--- config.mk ---
export PLATFORM = sky130hd
export DESIGN_NAME = instr_mem_loader
export DESIGN_NICKNAME = d
export VERILOG_FILES = /design/src/rtl/instr_mem_loader.sv
export SDC_FILE = /design/constraint.sdc
export NUM_CORES = 1
export LEC_CHECK = 0
export ABC_AREA = 1
export CAP_MARGIN = 20
export CORE_UTILIZATION = 47
export DETAILED_ROUTE_END_ITERATION = 7
export HOLD_SLACK_MARGIN = 0.05
export PLACE_DENSITY = 0.8
export REMOVE_ABC_BUFFERS = 1
export SLEW_MARGIN = 5
export SYNTH_ARGS = -nofsm -noshare
export SYNTH_HDL_FRONTEND = slang
export SYNTH_SLANG_ARGS = --single-unit
export TNS_END_PERCENT = 10
--- constraint.sdc ---
create_clock -name i_clk -period 1.7 [get_ports i_clk]
set_input_delay 0.51 -clock i_clk [delete_from_list [all_inputs] [get_ports i_clk]]
set_output_delay 0.51 -clock i_clk [all_outputs]
set_load 0.01 [all_outputs]
--- src/rtl/instr_mem_loader.sv ---
// Packs UART bytes MSB-first into words, writes them at 0,4,8,... and then hands the memory port to the CPU.
// Write strobe one cycle after the 4th byte; ownership switches after the all-ones halt word is written.
module instr_mem_loader #(
  parameter int                NBITS     = 32,
  parameter int                CELDAS    = 160,
  parameter logic [NBITS-1:0]  HALT_WORD = '1
) (
  input  logic             i_clk,
  input  logic             i_reset,
  input  logic             i_start,
  input  logic [7:0]       i_rx_data,
  input  logic             i_rx_valid,
  input  logic [NBITS-1:0] i_cpu_pc,
  output logic [NBITS-1:0] o_mem_addr,
  output logic [NBITS-1:0] o_mem_wdata,
  output logic             o_mem_we,
  output logic             o_cpu_stall,
  output logic             o_load_done,
  output logic             o_error,
  output logic [NBITS-1:0] o_word_count
);

  typedef enum logic [2:0] {IDLE, RECV, WRITE, RUN, ERROR} state_t;

  localparam logic [NBITS-1:0] LAST_ADDR = NBITS'(CELDAS - 4);
  localparam logic [NBITS-1:0] STEP      = NBITS'(4);

  state_t           state_q, state_d;
  logic [NBITS-1:0] addr_q, addr_d;
  logic [1:0]       idx_q, idx_d;
  logic [NBITS-1:0] asm_q, asm_d;
  logic [NBITS-1:0] cnt_q, cnt_d;
  logic [NBITS-1:0] wdata_q, wdata_d;
  logic             we_q, we_d;
  logic             stall_q, stall_d;
  logic             done_q, done_d;
  logic             err_q, err_d;
  logic [NBITS-1:0] shifted;

  assign shifted = {asm_q[NBITS-9:0], i_rx_data};

  always_comb begin
    state_d = state_q;
    addr_d  = addr_q;
    idx_d   = idx_q;
    asm_d   = asm_q;
    cnt_d   = cnt_q;
    wdata_d = wdata_q;
    we_d    = 1'b0;
    stall_d = stall_q;
    done_d  = done_q;
    err_d   = err_q;

    case (state_q)
      RECV: begin
        if (i_rx_valid) begin
          asm_d = shifted;
          if (idx_q == 2'd3) begin
            idx_d = 2'd0;
            if (addr_q > LAST_ADDR) begin
              state_d = ERROR;
              err_d   = 1'b1;
            end else begin
              state_d = WRITE;
              we_d    = 1'b1;
              wdata_d = shifted;
            end
          end else begin
            idx_d = idx_q + 2'd1;
          end
        end
      end
      WRITE: begin
        addr_d = addr_q + STEP;
        cnt_d  = cnt_q + NBITS'(1);
        if (wdata_q == HALT_WORD) begin
          state_d = RUN;
          stall_d = 1'b0;
          done_d  = 1'b1;
        end else begin
          state_d = RECV;
        end
        // a byte landing during the write cycle starts the next word
        if (i_rx_valid) begin
          asm_d = shifted;
          idx_d = 2'd1;
        end
      end
      IDLE, RUN, ERROR: ;
      default: state_d = IDLE;
    endcase

    // start overrides everything, including a coincident byte; an in-flight strobe still completes
    if (i_start) begin
      state_d = RECV;
      addr_d  = '0;
      idx_d   = 2'd0;
      cnt_d   = '0;
      wdata_d = wdata_q;
      we_d    = 1'b0;
      stall_d = 1'b1;
      done_d  = 1'b0;
      err_d   = 1'b0;
    end
  end

  always_ff @(posedge i_clk or negedge i_reset) begin
    if (!i_reset) begin
      state_q <= IDLE;
      addr_q  <= '0;
      idx_q   <= 2'd0;
      asm_q   <= '0;
      cnt_q   <= '0;
      wdata_q <= '0;
      we_q    <= 1'b0;
      stall_q <= 1'b1;
      done_q  <= 1'b0;
      err_q   <= 1'b0;
    end else begin
      state_q <= state_d;
      addr_q  <= addr_d;
      idx_q   <= idx_d;
      asm_q   <= asm_d;
      cnt_q   <= cnt_d;
      wdata_q <= wdata_d;
      we_q    <= we_d;
      stall_q <= stall_d;
      done_q  <= done_d;
      err_q   <= err_d;
    end
  end

  assign o_mem_addr   = (state_q == RUN) ? i_cpu_pc : addr_q;
  assign o_mem_wdata  = wdata_q;
  assign o_mem_we     = we_q;
  assign o_cpu_stall  = stall_q;
  assign o_load_done  = done_q;
  assign o_error      = err_q;
  assign o_word_count = cnt_q;

endmodule

* Yosys cells after proc, flatten, opt, wreduce, memory -nomap -nowiden
Index checks and enable logic that the tools add are counted.
Operators by class: add/subtract/negate cells 3, $lt $le $gt $ge 1, equality and inequality tests 10, multiplexer cells 32, bitwise gates (word level) 2, reduce and logical (&&, ||, !) cells 16
Operator list (count):
- 32-bit two-way mux | 5
- 32-bit by 1-bit adder with 32-bit output (second input constant) | 1
- 32-bit by 3-bit adder with 32-bit output (second input constant) | 1
- 32-bit == test (second input constant) | 1
- 32-bit by 8-bit > comparator with 1-bit output (second input constant) | 1
- 1-bit two-way mux | 16
- 3-bit two-way mux | 4
- 2-bit nonzero test | 6
- 2-bit two-way mux | 5
- 3-bit inequality test (second input constant) | 3
- 3-bit one-hot mux with 3 select lines | 1
- 3-bit by 2-bit == test with 1-bit output (second input constant) | 2
- 3-bit AND reduction | 2
- 5-bit AND reduction | 1
- 2-bit one-hot mux with 2 select lines | 1
- 2-bit AND reduction | 2
- 4-bit AND reduction | 1
- 3-bit by 1-bit == test with 1-bit output (second input constant) | 1
- 3-bit == test (second input constant) | 1
- 3-bit logical NOT | 1
- 3-bit nonzero test | 1
- 3-bit OR reduction | 1
- 2-bit by 1-bit adder with 2-bit output (second input constant) | 1
- 2-bit == test (second input constant) | 1
- other kinds (3) | 4
Word-level totals: register bits 129, input port bits 44, output and inout bits 100, logic and storage cells 74

* Depth between registers and ports, before layout
Gate-level depths: netlist (run 1).
depth in word-level cells 6, gate-level depth with buffers 10

* Least setup slack after synthesis (run 1)
No wires, ideal clock.
path type reg-to-output, start reg state_q[0], end out o_mem_addr[12], arrival 1.291 ns, path slack -0.101 ns, cell stages (with the launch flop) 8, path buffers 2, cells stage by stage dfrtp_1 -> inv_1 -> nor2_2 -> nand2_2 -> inv_1 -> buf_4 -> buf_2 -> o21ai_0
On the way: longest elaborated chain between the ends 2
RTL lines:
- start: declaration | RTL line 28 | state_t state_q, state_d;
- start signal: assignment | RTL line 120 | state_q <= state_d;
- 3-bit by 2-bit == test with 1-bit output | RTL line 133 | assign o_mem_addr = (state_q == RUN) ? i_cpu_pc : addr_q;
- 32-bit two-way mux | RTL line 133
- end: declaration | RTL line 14 | output logic [NBITS-1:0] o_mem_addr,
No other way between the ends.

* Worst setup path after layout (run 1)
start reg state_q[2], end out o_mem_addr[3]
Same word-level chain as after synthesis.

==> reports/results.tsv, run 1 <==
stage	metric	value	unit
grt	grt-ovfl-total	0	
timing	timing.final.ws_setup	-0.441	ns
clocking	insertion_delay	0.42	ns
clocking	clockRootBuffer	clkbuf_16	
min_path	hold_class	reg2reg	
clocking	numCtsBuffers	17	
routing	drt_wl_total	20700	um
routing	drtPass1Iterations	5	
cells_and_area	diodes	0	
routing	drc_errors	0	
clocking	clockBufferDepth	2	
flow_run	cap_violations	0	
setup_path	crit_type	reg2out	
cells_and_area	nNetsFinal	1259	
pwr	power_density	829	nW/um2
timing	period_minus_slack	2.14	ns
logic_synthesis	syn_inst	995	
pwr	ir_worst_vdd	0.828	mV
clocking	cts_sinks	127	
grt	grt_usage	27.3	%
timing	finClkSkew	0.00881	ns
clocking	cts_tree	built	
logic_synthesis	synth.ff_latch_count	127	
logic_synthesis	yosys-top-cells-area	dfrtp_1 (45%), nand2_1 (19%), nor2_1 (7.3%)	
cells_and_area	fin_util	68.0	%
placement	hpwlAfterDp	14300	um
timing	max_slew_margin	78.3	%
setup_path	r2r-end	addr_q[16]$_DFFE_PN0P_	
setup_path	rr_worst_depth	10	
logic_synthesis	postSynthAreaPerCell	7.05	um2
min_path	holdCritStartpoint	o_cpu_stall$_DFFE_PN1P_	
timing	setup_viol	33	
cells_and_area	fillers	1209	
placement	port_buffers	143	
grt	grt_pass1_wl	32300	um
floorplanning	die-area	15400	um2
timing	holdWs	0.462	ns
floorplanning	core.rowCount	44	
setup_path	startpoint_type	register	
logic_synthesis	synth_edf_count	0	
pwr	p_leak	0.00520	uW
floorplanning	die_h	124	um
timing	rsz0062_at_grt	true	
logic_synthesis	synth_cell_types	28	
timing	worst_slew_pin_slew	0.325	ns
setup_path	cp.required	1.19	ns
routing	routedWlPerCell	14.7	um
routing	drt-initial-drc-count	533	
grt	antenna_found_initial	0	
logic_synthesis	yosysWarningCount	0	
routing	ant_nets	0	
floorplanning	die_width	124	um
floorplanning	core_area	14500	um2
timing	period_share	126	%
cells_and_area	area_growth	41.0	%
status	violations	negative setup slack	
logic_synthesis	synth_top_area_share	45.0	%
status	status	complete, but fails checks	
logic_synthesis	ys.flop_type	dfrtp_1	
setup_path	end_kind	output pin	
routing	routed_via_density	5.29	
grt	grt_max_degree	50	
logic_synthesis	seq_area_frac_synth	45.3	%
timing	finalHoldViolCount	0	
setup_path	r2r-start	state_q[2]$_DFFE_PN0P_	
placement	routabilityCongestion	0.928	
min_path	whs_path_depth	2	
setup_path	critical_path_peak_fanout	5	
cells_and_area	drive_above_1_share	19.6	%
timing	max_freq	0.467	GHz
setup_path	crit_arrival	1.63	ns
floorplanning	io_pins	144	
logic_synthesis	async_reset_ff_share	100	%
clocking	h-tree-depth	4	
setup_path	reg2reg_setup_slack	-0.03	ns
grt	grt_pass1_vias	6912	
logic_synthesis	synth_area	7010	um2
logic_synthesis	yosys.area.top_type	dfrtp_1	
min_path	worstHoldEndpoint	o_cpu_stall$_DFFE_PN1P_	
routing	via_count	7457	
timing	report.final.slew_viol_count	0	
clocking	path_clk_slew	0.06	ns
floorplanning	start_util	48.3	%
==> cells in the final DEF, fill, tap and decap left out, types with 33 or more instances in the layout <==
master,Yosys,final
buf_4,7,73
nand3_1,53,51
inv_1,105,101
buf_2,14,33
nand2_1,362,351
clkdlybuf4s50_1,0,42
nor2_1,136,118
dfrtp_1,126,121
nand4_1,50,50
dlygate4sd2_1,0,64
==> routing by layer <==
metal  global-route usage (%)  share of wire [%]
met1                     33.8                 40
met2                     46.2                 50
met3                     6.00                7.3
met4                     10.8                2.3
met5                        0                  0
==> state kept, by name, indices dropped and copies added (netlist names) <==
signal,flops
o_word_count,32
asm_q,24
o_load_done,1
o_mem_we,1
addr_q,30
idx_q,2
state_q,3
o_mem_wdata,32
o_cpu_stall,1
o_error,1
==> Yosys cell counts, types with 9 or more instances <==
cell,count
nand4_1,50
o21ai_0,52
buf_2,14
nor2_2,9
nand2_1,362
inv_1,105
buf_6,9
a21oi_1,25
nand3_1,53
dfrtp_1,126
nor3_1,11
nor2_1,136
==> timing repair <==
action                                  4_1_cts  5_1_grt
endpoints found under the setup margin      104      103
cloned                                        4        1
setup buffers                                 4        0
gates resized for setup                     258       55
hold buffers                                  1        0
pin swaps                                     3        9
endpoints found under the hold margin        19        0
==> where the power goes <==
| group | internal, uW | total (uW) | switching [uW] |
|---|---|---|---|
| sequential | 3280 | 3490 | 217 |
| clock | 2150 | 3550 | 1400 |
| combinational | 523 | 1150 | 632 |
| total | 5950 | 8200 | 2250 |
==> layout make-up <==
type / count / area (um2) / share of cell area, %
clock inverter: 14 / 144 / 1.46
clock buffer: 18 / 429 / 4.34
inverter: 108 / 413 / 4.18
multi-input combinational: 725 / 3410 / 34.5
timing repair buffer: 233 / 2070 / 21.0
sequential: 127 / 3190 / 32.2
tap: 184 / 230 / 2.33
==> metrics by stage <==
| step | instance area (um2) | setup slack, ns | instances | setup TNS (ns) | total power (uW) |
|---|---|---|---|---|---|
| after global routing | 9890 | -0.513 | 1409 | -15.30 | 8500 |
| after detailed placement | 9160 | -0.471 | 1369 | -27.20 | 4630 |
| after CTS | 9750 | -0.467 | 1410 | -13.61 | 8200 |
| final | 9890 | -0.441 | 1409 | -12.46 | 8200 |
| after floorplan | 6770 | -0.698 | 960 | -49.30 | 3930 |
| after global placement | 9160 | -0.445 | 1369 | -27.81 | 4590 |
==> worst max path at each step <==
stage	start	to	slack, ns	cells past startpoint
5_1_grt	state_q[2]$_DFFE_PN0P_	o_mem_addr[25]	-0.51	7
4_1_cts	state_q[0]$_DFFE_PN0P_	o_mem_addr[26]	-0.47	9
3_5_place_dp	i_cpu_pc[13]	o_mem_addr[13]	-0.47	4
6_report	state_q[2]$_DFFE_PN0P_	o_mem_addr[3]	-0.44	7
2_1_floorplan	i_rx_valid	o_mem_wdata[0]$_DFFE_PN0P_	-0.70	5
3_3_place_gp	i_cpu_pc[13]	o_mem_addr[13]	-0.45	4
==> cell families (layout without fill, tap and decap cells) <==
kind of cell               count (synthesis)  in the layout  share of synthesized area, %
and+or+nand+nor                          637            637                          38.8
buffers and inverters                    143            373                          9.24
DFF                                      127            127                          45.3
AOI/OAI and AO/OA                         85             85                          6.14
adders and majority gates                  3              3                         0.535
==> worst max-delay path, stage by stage, from the launching register on <==
cell and delay, ns:
dfrtp_1 0.41, nor2_4 0.15, nand2_4 0.08, inv_8 0.10
buf_12 0.13, clkbuf_16 0.15, o21ai_2 0.05, buf_2 0.13
Power figures use the tool's default switching activity.
==> run 2, diff against run 1 <==
- ABC_AREA: 1 -> unset
- CORE_UTILIZATION: 47 -> 46
- CTS_CLUSTER_SIZE: unset -> 16
==> run 2 against run 1 <==
Compared with the run above:
- critical path type unchanged
- clock power is 3% lower
- register-to-register slack got worse by 0.38 ns
- critical path depth shrank 2
- final area decreased by 5.3%
- clock skew down 0.0035 ns
- sequential power hardly changed
- the run still ends with negative setup slack left
- via count fell by 23%
- die area down 8.2%
- worst hold slack improved by 0.040 ns
- cell count decreased by 29%
- critical endpoint is now o_mem_addr[19]
- sequential cell count unchanged
- clock-buffer cell count grew 5
==> reports/results.tsv, run 2 <==
stage	metric	value	unit
setup_path	critical_path_peak_fanout	12	
timing	finClkSkew	0.00528	ns
floorplanning	core.rowCount	42	
placement	dp_slack	-0.535	ns
logic_synthesis	yosys.area.top_type	dfrtp_1	
timing	timing.final.ws_setup	-0.571	ns
logic_synthesis	yosysWarningCount	0	
pwr	p_int	5870	uW
flow_run	cap_violations	0	
timing	max_freq	0.440	GHz
cells_and_area	diodes	0	
logic_synthesis	postSynthAreaPerCell	11.1	um2
clocking	cts_tree	built	
floorplanning	die_h	119	um
setup_path	crit_slowest_cell	dfrtp_1	
grt	antenna_found_initial	0	
setup_path	startpoint_type	register	
setup_path	startpoint	state_q[2]$_DFFE_PN0P_	
clocking	h-tree-depth	4	
pwr	p_switching	1880	uW
timing	finalHoldViolCount	0	
cells_and_area	nNetsFinal	855	
timing	max_slew_margin	59.3	%
logic_synthesis	synth_xor_area_share	2.92	%
logic_synthesis	synth_fa_ha_area_share	0.597	%
cells_and_area	final_common_cell	dfrtp_1	
clocking	cts_sinks	127	
logic_synthesis	synth_most_common_cell	dfrtp_1	
setup_path	crit_type	reg2out	
routing	drt_wl_total	18100	um
clocking	path_clk_slew	0.05	ns
routing	via_count	5714	
grt	grt_pass1_vias	6095	
setup_path	path_cells	nand3b_1 -> buf_6 -> buf_12 -> mux2_2 -> buf_6	
clocking	clockRootBuffer	clkbuf_16	
floorplanning	core_area	13300	um2
routing	routed_via_density	5.73	
logic_synthesis	ys.flop_type	dfrtp_1	
cells_and_area	area_growth	48.8	%
clocking	insertion_delay	0.42	ns
logic_synthesis	synth_top_area_share	50.1	%
cells_and_area	fin_util	70.4	%
timing	period_minus_slack	2.27	ns
routing	ant_nets	0	
cells_and_area	finalNonFillerCells	997	
setup_path	cp.required	1.19	ns
routing	drt-initial-drc-count	355	
placement	port_buffers	143	
placement	routabilityCongestion	0.864	
grt	grt_max_degree	52	
logic_synthesis	synth_cell_types	49	
pwr	p_leak	0.00439	uW
placement	post_dp_cell_area	8670	um2
setup_path	r2r-start	state_q[2]$_DFFE_PN0P_	
clocking	numCtsBuffers	17	
timing	report.final.slew_viol_count	0	
logic_synthesis	synth_top_family_by_area	simple AND/OR/NAND/NOR gates	
routing	routedWlPerCell	18.2	um
logic_synthesis	seq_area_frac_synth	50.5	%
pwr	sw_frac_of_total	24.3	%
status	status	complete, but fails checks	
logic_synthesis	yosys-top-cells-area	dfrtp_1 (50%), mux2_2 (16%), a21oi_1 (3.3%)	
min_path	hold_class	reg2reg	
logic_synthesis	synth_area	6290	um2
grt	grt_pass1_wl	29600	um
pwr	seq_power_share	45.0	%
routing	drc_errors	0	
logic_synthesis	muxShareOfSynthArea	16.4	%
cells_and_area	seqCellArea	3180	um2
logic_synthesis	syn_inst	565	
routing	drtPass1Iterations	5	
floorplanning	die_width	119	um
cells_and_area	multi_input_area	3120	um2
setup_path	cpMostUsedCell	buf_6	
floorplanning	io_pins	144	
logic_synthesis	synth_common_cells	dfrtp_1 (126), mux2_2 (91), a21oi_1 (41)	
logic_synthesis	synth-compound-area-share	7.91	%
status	violations	negative setup slack	
pwr	power	7750	uW
logic_synthesis	async_reset_ff_share	100	%
placement	hpwlAfterDp	12000	um
placement	dpl.cell_count	959	
timing	rsz0062_at_grt	true	
floorplanning	die-area	14200	um2
pwr	power_density	828	nW/um2
min_path	holdCritStartpoint	asm_q[20]$_DFFE_PN0P_	
cells_and_area	drive_above_1_share	42.0	%
timing	setup_viol	104	
cells_and_area	final_area	9360	um2
clocking	clockBufferDepth	2	
pwr	clockPowerShare	44.3	%
logic_synthesis	synth.ff_latch_count	127	
setup_path	end_kind	output pin	
timing	worst_slew_pin_slew	0.610	ns
timing	period_share	134	%
setup_path	crit_arrival	1.76	ns
grt	grt_usage	26.5	%
pwr	comb_power_share	10.8	%
floorplanning	start_util	47.3	%
logic_synthesis	synth_edf_count	0	
cells_and_area	layout_common_cells	dfrtp_1 (123), buf_4 (98), mux2_2 (88)	
cells_and_area	fillers	972	
setup_path	max_stage_delay	0.38	ns
grt	grt-ovfl-total	0	
pwr	ir_worst_vdd	0.875	mV
logic_synthesis	yosys.area_share.simple	18.4	%
run 2: path summary, 6_finish.rpt:
check / end / slack (ns) / cells after the start
max in group asynchronous: asm_q[5]$_DFFE_PN0P_ / 0.59 / 3
setup / recovery: o_mem_addr[19] / -0.57 / 5
min in group asynchronous: addr_q[27]$_DFFE_PN0P_ / 0.56 / 2
hold / removal: asm_q[20]$_DFFE_PN0P_ / 0.50 / 1
hold reg to reg: asm_q[20]$_DFFE_PN0P_ / 0.50 / 1
setup reg to reg: addr_q[30]$_DFFE_PN0P_ / -0.41 / 7
run 2: per-layer routing:
metal	share of wire, %	up-vias	track usage [%]
met5	0	-	0
met4	2.1	0	9.49
met3	5.1	53	6.23
met2	52	214	46.6
met1	41	2855	31.5
li1	-	2592	-
run 2: power by group through the flow:
stage	logic [uW]	clock network (uW)	registers [uW]
global placement	886	0	3510
CTS	836	3460	3490
finish	835	3430	3490
global route	904	3620	3520
detailed placement	918	0	3530
floorplan	279	0	3530
run 2: kinds of logic after synthesis:
logic type	Yosys count
AOI/OAI and AO/OA	84
xor gates and xnor gates	21
adders and majority gates	3
buffers and inverters	43
DFF	127
muxes	92
and+or+nand+nor	195
run 2: timing repair:
action,in CTS,in global routing
pin swaps,17,16
gates cloned,1,0
setup endpoints to repair,178,134
endpoints found under the hold margin,18,0
gates resized for setup,286,54
hold buffers,1,0
setup buffers,3,2
run 2: final cells by class:
class                   instances  area share [%]
inverters                      10           0.401
multi-input cells             395            33.4
clock buffers                  23            5.11
well taps                     176            2.35
flip-flops and latches        127            34.0
clock inverters                 9           0.909
repair buffers                257            23.8
run 2: critical path, delay by kind of cell (launching register included):
| family | cells | cell delay (ns) |
|---|---|---|
| buffers and inverters | 3 | 0.43 |
| DFF | 1 | 0.38 |
| muxes | 1 | 0.29 |
| and+or+nand+nor | 1 | 0.23 |
run 2: per-stage QoR:
step / TNS (ns) / hold slack, ns
floorplan: -84.91 / 0.214
global placement: -45.61 / 0.447
detailed placement: -48.27 / 0.447
CTS: -35.26 / 0.507
global route: -44.79 / 0.517
finish: -35.76 / 0.502
==> run 3, diff against run 2 <==
- CTS_CLUSTER_DIAMETER: unset -> 60
- PLACE_DENSITY: 0.8 -> unset
- PLACE_DENSITY_LB_ADDON: unset -> 0.12
- REMOVE_ABC_BUFFERS: 1 -> unset
==> run 3 against run 2 <==
Compared with the run above:
- the run still ends with negative setup slack left
- clock skew grew 0.0049 ns
- die area is the same
- clock-buffer cell count shrank 3
- maximum frequency shrank 0.51%
- first-iteration DRC count shrank 15%
- power grew 7.4%
- non-clock buffer count grew 12
- cell count grew 1.2%
- largest cell class unchanged
==> reports/results.tsv, run 3 (same netlist as run 2, synthesis figures left out) <==
stage	metric	value	unit
status	status	complete, but fails checks	
status	violations	negative setup slack	
timing	max_freq	0.438	GHz
clocking	numCtsBuffers	17	
floorplanning	die_width	119	um
timing	holdWs	0.503	ns
timing	timing.final.ws_setup	-0.583	ns
setup_path	critPathCapture	o_mem_addr[9]	
pwr	ir_worst_vdd	1.09	mV
timing	finClkSkew	0.0101	ns
floorplanning	core_area	13300	um2
grt	grt_pass1_vias	5881	
routing	drt_wl_total	18300	um
routing	via_count	5687	
floorplanning	start_util	47.3	%
flow_run	cap_violations	0	
timing	finalHoldViolCount	0	
grt	grt-ovfl-total	0	
cells_and_area	diodes	0	
setup_path	r2r-start	state_q[2]$_DFFE_PN0P_	
setup_path	max_stage_delay	0.39	ns
floorplanning	core.rowCount	42	
clocking	clockRootBuffer	clkbuf_16	
routing	drtPass1Iterations	4	
placement	routabilityCongestion	0.855	
clocking	path_clk_slew	0.06	ns
placement	port_buffers	143	
clocking	clockBufferDepth	2	
routing	drt-initial-drc-count	302	
pwr	p_leak	0.00449	uW
setup_path	r2r-end	addr_q[30]$_DFFE_PN0P_	
setup_path	crit_type	reg2out	
min_path	hold_class	reg2reg	
setup_path	startpoint_type	register	
setup_path	crit_slowest_cell	dfrtp_2	
cells_and_area	area_growth	53.8	%
setup_path	startpoint	state_q[2]$_DFFE_PN0P_	
pwr	power_density	861	nW/um2
cells_and_area	final_area	9680	um2
setup_path	reg2reg_setup_slack	-0.52	ns
timing	worst_slew_pin_slew	0.492	ns
logic_synthesis	synth_fp_nets	612	
routing	routed_via_density	5.64	
routing	drc_errors	0	
placement	dpl.cell_count	969	
timing	setup_viol	117	
timing	rsz0062_at_grt	true	
floorplanning	die_h	119	um
cells_and_area	nNetsFinal	867	
timing	max_slew_margin	66.9	%
grt	grt_pass1_wl	29600	um
setup_path	path_cells	nand3b_1 -> buf_6 -> clkbuf_16 -> mux2_2 -> buf_6	
setup_path	crit_arrival	1.77	ns
pwr	power	8330	uW
setup_path	cp.required	1.19	ns
setup_path	critical_path_peak_fanout	8	
placement	post_dp_cell_area	8760	um2
clocking	cts_sinks	127	
clocking	insertion_delay	0.42	ns
placement	hpwlAfterDp	12400	um
setup_path	end_kind	output pin	
placement	dp_slack	-0.614	ns
routing	routedWlPerCell	18.2	um
clocking	h-tree-depth	4	
routing	ant_nets	0	
floorplanning	io_pins	144	
timing	period_minus_slack	2.28	ns
timing	report.final.slew_viol_count	0	
cells_and_area	drive_above_1_share	45.3	%
cells_and_area	finalNonFillerCells	1009	
min_path	whs_path_depth	1	
setup_path	cpMostUsedCell	buf_6	
setup_path	rr_worst_depth	8	
clocking	cts_tree	built	
grt	grt_usage	26.9	%
grt	antenna_found_initial	0	
floorplanning	die-area	14200	um2
cells_and_area	layout_common_cells	dfrtp_1 (117), buf_4 (109), mux2_2 (85)	
grt	grt_max_degree	45	
cells_and_area	final_common_cell	dfrtp_1	
timing	period_share	134	%
## run 3: metrics by stage
| step | util [%] | TNS, ns |
|---|---|---|
| after CTS | 71.6 | -35.23 |
| after global routing | 72.8 | -51.38 |
| after floorplan | - | -7.21 |
| after global placement | 65.9 | -48.49 |
| after detailed placement | 65.9 | -51.41 |
| final | 72.8 | -43.39 |
## run 3: worst max-delay path: cells and delay by family, from the launching register on
family	cells	cell delay, ns
buf+inv	3	0.47
flops	1	0.39
mux	1	0.28
simple gates	1	0.22
## run 3: power breakdown
group	switching, uW	total (uW)	internal, uW
clock network	1350	4000	2650
registers	205	3480	3280
logic	355	846	491
total	1910	8330	6420
## run 3: final cells by class
class	instances	area, um2
clock inverters	12	208
multi-input cells	395	3180
well taps	176	220
inverters	10	37.5
fillers	953	3620
clock buffers	20	447
flip-flops and latches	127	3190
repair buffers	269	2390
## run 3: how the worst min path moves through the flow
| stage | from | to | slack (ns) |
|---|---|---|---|
| after floorplan | i_reset | addr_q[10]$_DFFE_PN0P_ | 0.21 |
| after global placement | i_reset | o_word_count[25]$_DFFE_PN0P_ | 0.42 |
| after detailed placement | i_reset | o_word_count[25]$_DFFE_PN0P_ | 0.42 |
| after CTS | asm_q[17]$_DFFE_PN0P_ | o_mem_wdata[25]$_DFFE_PN0P_ | 0.51 |
| after global routing | asm_q[16]$_DFFE_PN0P_ | asm_q[16]$_DFFE_PN0P_ | 0.53 |
| final | asm_q[16]$_DFFE_PN0P_ | o_mem_wdata[24]$_DFFE_PN0P_ | 0.50 |
## run 3: repair_timing
item / CTS / global route
resized for setup: 308 / 55
hold buffers: 1 / 0
endpoints found under the hold margin: 15 / 0
pin swaps: 33 / 2
cloned: 2 / 1
buffers inserted: 3 / 2
setup endpoints to repair: 179 / 128
## run 3: per-layer routing
layer | routed length (um) | global-route usage (%) | vias to the layer above | share of wire, %
met5 | 0 | 0 | - | 0
met4 | 256 | 9.41 | 0 | 1.4
met3 | 961 | 6.13 | 25 | 5.2
met2 | 9500 | 45.8 | 175 | 52
met1 | 7630 | 33.5 | 2875 | 42
li1 | - | - | 2612 | -
